==> config.mk <==
export PLATFORM = sky130hd
export DESIGN_NAME = router_fsm_ctrl
export DESIGN_NICKNAME = d
export VERILOG_FILES = /design/src/rtl/router_fsm_ctrl.sv
export SDC_FILE = /design/constraint.sdc
export NUM_CORES = 1
export LEC_CHECK = 0
export ABC_AREA = 1
export CORE_MARGIN = 2
export CORE_UTILIZATION = 43
export DETAILED_ROUTE_END_ITERATION = 10
export MAX_ROUTING_LAYER = met4
export PLACE_DENSITY = 0.76
export SLEW_MARGIN = 20
export SYNTH_ARGS = -nofsm -noshare
export SYNTH_HDL_FRONTEND = slang
export SYNTH_SLANG_ARGS = --single-unit
==> constraint.sdc <==
create_clock -name clk -period 1.87 [get_ports clk]
set_clock_uncertainty 0.2 [all_clocks]
set_input_delay 0.374 -clock clk [delete_from_list [all_inputs] [get_ports clk]]
set_output_delay 0.374 -clock clk [all_outputs]
set_load 0.02 [all_outputs]
==> src/rtl/router_fsm_ctrl.sv <==
// Packet-level controller for the 1x3 router input path: decodes the header
// destination and sequences header, payload and parity writes into the selected FIFO.
module router_fsm_ctrl #(
  parameter int ADDR_W = 2
) (
  input  logic              clk,
  input  logic              resetn,
  input  logic              pkt_valid,
  input  logic [ADDR_W-1:0] data_in,
  input  logic              fifo_full,
  input  logic              fifo_empty_0,
  input  logic              fifo_empty_1,
  input  logic              fifo_empty_2,
  input  logic              soft_reset_0,
  input  logic              soft_reset_1,
  input  logic              soft_reset_2,
  input  logic              parity_done,
  input  logic              low_pkt_valid,
  output logic              busy,
  output logic              detect_add,
  output logic              ld_state,
  output logic              laf_state,
  output logic              full_state,
  output logic              lfd_state,
  output logic              write_enb_reg,
  output logic              rst_int_reg
);

  // state              | meaning
  // S_DECODE_ADDRESS   | idle, waiting for a header with a valid destination
  // S_LOAD_FIRST_DATA  | header byte written to FIFO (lfd flag set)
  // S_LOAD_DATA        | payload bytes streaming into FIFO
  // S_FIFO_FULL        | selected FIFO full, source held off
  // S_LOAD_AFTER_FULL  | write the byte held during the full stall
  // S_LOAD_PARITY      | parity byte written
  // S_CHECK_PARITY_ERR | register block compares parity, clears error reg
  // S_WAIT_TILL_EMPTY  | destination busy, waiting for it to drain
  localparam logic [2:0] S_DECODE_ADDRESS   = 3'd0;
  localparam logic [2:0] S_LOAD_FIRST_DATA  = 3'd1;
  localparam logic [2:0] S_LOAD_DATA        = 3'd2;
  localparam logic [2:0] S_FIFO_FULL        = 3'd3;
  localparam logic [2:0] S_LOAD_AFTER_FULL  = 3'd4;
  localparam logic [2:0] S_LOAD_PARITY      = 3'd5;
  localparam logic [2:0] S_CHECK_PARITY_ERR = 3'd6;
  localparam logic [2:0] S_WAIT_TILL_EMPTY  = 3'd7;

  localparam logic [ADDR_W-1:0] ADDR_0   = ADDR_W'(0);
  localparam logic [ADDR_W-1:0] ADDR_1   = ADDR_W'(1);
  localparam logic [ADDR_W-1:0] ADDR_2   = ADDR_W'(2);
  localparam logic [ADDR_W-1:0] ADDR_INV = ADDR_W'(3);

  logic [2:0]        state_q, state_d;
  logic [ADDR_W-1:0] addr_q;
  logic              addr_ok;
  logic              empty_hdr;
  logic              empty_sel;
  logic              soft_sel;

  assign addr_ok = (data_in != ADDR_INV);

  // Header decode looks at the live address; everything later uses the latched one.
  always_comb begin
    empty_hdr = 1'b0;
    if (data_in == ADDR_0)      empty_hdr = fifo_empty_0;
    else if (data_in == ADDR_1) empty_hdr = fifo_empty_1;
    else if (data_in == ADDR_2) empty_hdr = fifo_empty_2;
  end

  always_comb begin
    empty_sel = 1'b0;
    soft_sel  = 1'b0;
    if (addr_q == ADDR_0) begin
      empty_sel = fifo_empty_0;
      soft_sel  = soft_reset_0;
    end else if (addr_q == ADDR_1) begin
      empty_sel = fifo_empty_1;
      soft_sel  = soft_reset_1;
    end else if (addr_q == ADDR_2) begin
      empty_sel = fifo_empty_2;
      soft_sel  = soft_reset_2;
    end
  end

  always_comb begin
    state_d = state_q;
    case (state_q)
      S_DECODE_ADDRESS: begin
        if (pkt_valid && addr_ok)
          state_d = empty_hdr ? S_LOAD_FIRST_DATA : S_WAIT_TILL_EMPTY;
      end
      S_LOAD_FIRST_DATA: state_d = S_LOAD_DATA;
      S_LOAD_DATA: begin
        if (fifo_full)       state_d = S_FIFO_FULL;
        else if (!pkt_valid) state_d = S_LOAD_PARITY;
      end
      S_FIFO_FULL: begin
        if (!fifo_full) state_d = S_LOAD_AFTER_FULL;
      end
      S_LOAD_AFTER_FULL: begin
        if (parity_done)        state_d = S_DECODE_ADDRESS;
        else if (low_pkt_valid) state_d = S_LOAD_PARITY;
        else                    state_d = S_LOAD_DATA;
      end
      S_LOAD_PARITY: state_d = S_CHECK_PARITY_ERR;
      S_CHECK_PARITY_ERR: state_d = fifo_full ? S_FIFO_FULL : S_DECODE_ADDRESS;
      S_WAIT_TILL_EMPTY: begin
        if (empty_sel) state_d = S_LOAD_FIRST_DATA;
      end
      default: state_d = S_DECODE_ADDRESS;
    endcase
    // A timeout on the selected FIFO aborts whatever packet is in flight.
    if (soft_sel) state_d = S_DECODE_ADDRESS;
  end

  always_ff @(posedge clk or negedge resetn) begin
    if (!resetn) begin
      state_q <= S_DECODE_ADDRESS;
      addr_q  <= '0;
    end else begin
      state_q <= state_d;
      if (state_q == S_DECODE_ADDRESS && pkt_valid && addr_ok)
        addr_q <= data_in;
    end
  end

  assign detect_add    = (state_q == S_DECODE_ADDRESS);
  assign lfd_state     = (state_q == S_LOAD_FIRST_DATA);
  assign ld_state      = (state_q == S_LOAD_DATA);
  assign full_state    = (state_q == S_FIFO_FULL);
  assign laf_state     = (state_q == S_LOAD_AFTER_FULL);
  assign rst_int_reg   = (state_q == S_CHECK_PARITY_ERR);
  assign write_enb_reg = (state_q == S_LOAD_DATA) || (state_q == S_LOAD_PARITY) ||
                         (state_q == S_LOAD_AFTER_FULL);
  assign busy          = !((state_q == S_DECODE_ADDRESS) || (state_q == S_LOAD_DATA));

endmodule

==> results.sh <==
export IMPL_cts_root_buf="clkbuf_4"
export IMPL_fillers=120
export IMPL_antenna_found_initial=0
export IMPL_drc=0
export IMPL_ir_drop_mv=0.875
export IMPL_die_h_um=41.2
export IMPL_path_max_fanout=6
export IMPL_maxCapViolCount=0
export IMPL_grt_pass1_vias=578
export IMPL_netlist_area_sq_um=596
export IMPL_fmax_mhz=554
export IMPL_port_buffers=21
export IMPL_setup_violations=0
export IMPL_drv_slew=0
export IMPL_placedInstanceArea_sq_um=900
export IMPL_num_vias=691
export IMPL_grt_max_degree=7
export IMPL_wirelength_mm=1.45
export IMPL_end_kind="output port"
export IMPL_grt_pass1_wl_mm=2.26
export IMPL_required_ns=1.30
export IMPL_syn_instance_count=91
export IMPL_design_area_sq_um=920
export IMPL_fin_crit_ns=1.80
export IMPL_max_clock_path_buffers=2
export IMPL_coreArea_sq_mm=0.00130
export IMPL_cts_buffers=3
export IMPL_synth_nets=105
export IMPL_status="finished clean"
export IMPL_finalCritPeriodShare_pct=96.5
export IMPL_cts_tree="done"
export IMPL_worst_setup_path_start_kind="register"
export IMPL_ys_ff_latch=5
export IMPL_drt_iter0_drc=4
export IMPL_n_antenna_cell=0
export IMPL_synth_distinct_cells=21
export IMPL_nets=143
export IMPL_worst_slew_pin_slew_ns=0.233
export IMPL_rsz0062_at_grt="true"
export IMPL_path_class="register to output port"
export IMPL_drive_above_1_share_pct=35.9
export IMPL_path_clk_slew_ns=0.05
export IMPL_initial_core_util_pct=45.8
export IMPL_postRouteAntennaNets=0
export IMPL_yosys_warnings=0
export IMPL_finalHoldViolations=0
export IMPL_dieArea_sq_mm=0.00170
export IMPL_drt_first_pass_iters=3
export IMPL_wl_per_cell_um=10.1
export IMPL_die_w_um=41.2
export IMPL_final_cell_mix="nand2_1 (18), buf_4 (17), inv_1 (16)"
export IMPL_row_count=13
export IMPL_grtUsageTotal_pct=22.4
export IMPL_hold_path_class="input port to asynchronous set/reset pin"
export IMPL_ys_seq_area_share_pct=21.0
export IMPL_cts_hold_buffers_added=0
export IMPL_clock_tree_htree_level_count=1
export IMPL_place_gp_congestion=0.787
export IMPL_arrival_ns=1.23
export IMPL_cts_sinks=5
export IMPL_final_common_cell="nand2_1"
export IMPL_p_per_area_mw_per_mm2=1440
export IMPL_slew_headroom_pct=84.4
export IMPL_io_pins=22
export IMPL_vias_per_cell=4.83
export IMPL_insertion_delay_ns=0.26
export IMPL_p_leak_nw=0.486
export IMPL_dp_hpwl_mm=1.24
export IMPL_fin_tns_setup_ns=0
export IMPL_grt_ovfl_total=0
export IMPL_syn_area_per_cell_sq_um=6.54
export IMPL_syn_to_final_growth_pct=54.4
per-stage QoR:
step / power (W) / setup WS, ns / hold WS [ns] / std cells / utilization, %
6_report: 0.00133 / 0.0652 / 0.132 / 143 / 70.7
3_3_place_gp: 0.00121 / -0.121 / 0.411 / 138 / 69.1
4_1_cts: 0.00131 / 0.0102 / 0.129 / 142 / 69.9
5_1_grt: 0.00145 / -0.00659 / 0.130 / 143 / 70.7
3_5_place_dp: 0.00122 / -0.177 / 0.411 / 138 / 69.1
2_1_floorplan: 0.000854 / 0.272 / -0.122 / 91 / -
path summary, 6_finish.rpt:
check	startpoint	end	slack, ns	cells past startpoint
min in group clk	addr_q[1]	addr_q[1]	0.45	2
max in group asynchronous	resetn	state_q[2]	1.13	1
min	resetn	state_q[1]	0.13	1
max reg2reg	state_q[0]	state_q[2]	0.23	10
max	state_q[0]	rst_int_reg	0.07	3
min reg2reg	addr_q[1]	addr_q[1]	0.45	2
power by group:
group	switching (W)	leakage (nW)	internal, W
Clock	0.0000529	0.0150	0.0000812
Combinational	0.000521	0.411	0.000434
Sequential	0.0000730	0.0592	0.000164
cells in the mapped netlist:
cell	count	area, sq um
nand2_2	2	12.5
nand4_1	2	12.5
nor2_8	1	20.0
nand3b_1	1	7.51
nand3_1	14	70.1
nor2_4	5	56.3
inv_1	16	60.1
nor3_1	1	5.00
nand3_2	2	20.0
o21ai_0	4	20.0
a21oi_1	3	15.0
inv_4	1	6.26
nor2_2	3	18.8
o211ai_1	1	7.51
buf_6	2	22.5
nand2_1	18	67.6
and2_4	1	8.76
dfrtp_1	5	125
nor3_2	1	10.0
inv_2	2	7.51
nor2_1	6	22.5
layout make-up:
type	instances	area [sq um]	share of cell area, %
timing repair buffer	35	289	31.4
sequential	5	129	14.0
inverter	19	76.3	8.30
clock buffer	4	26.3	2.86
tap	15	18.8	2.04
multi-input combinational	65	380	41.4
cell families after synthesis:
logic type | Yosys count | share of synthesized area (%)
simple gates | 57 | 55.7
buf+inv | 21 | 16.2
compound gates | 8 | 7.14
flops | 5 | 21.0
per-layer routing:
metal	vias to the layer above	track usage, %	wire, um
met2	19	41.0	785
met4	0	10.5	18
met3	2	8.15	89
met5	-	-	0
li1	366	-	-
met1	304	20.1	557
critical path, cell delays in order, from the launching register on:
cell and delay (ns):
dfrtp_2 0.45, buf_4 0.16, nor3_4 0.19, buf_4 0.17
sequential cells by signal, summed over array words and instances, names as in the netlist:
name and flops:
addr_q 2, state_q 3
repair_timing:
action / in CTS / in global routing
gates resized for setup: 28 / 10
setup endpoints to repair: 8 / 7
setup buffers: 0 / 1
No activity file was read; power rests on OpenSTA's default activity.
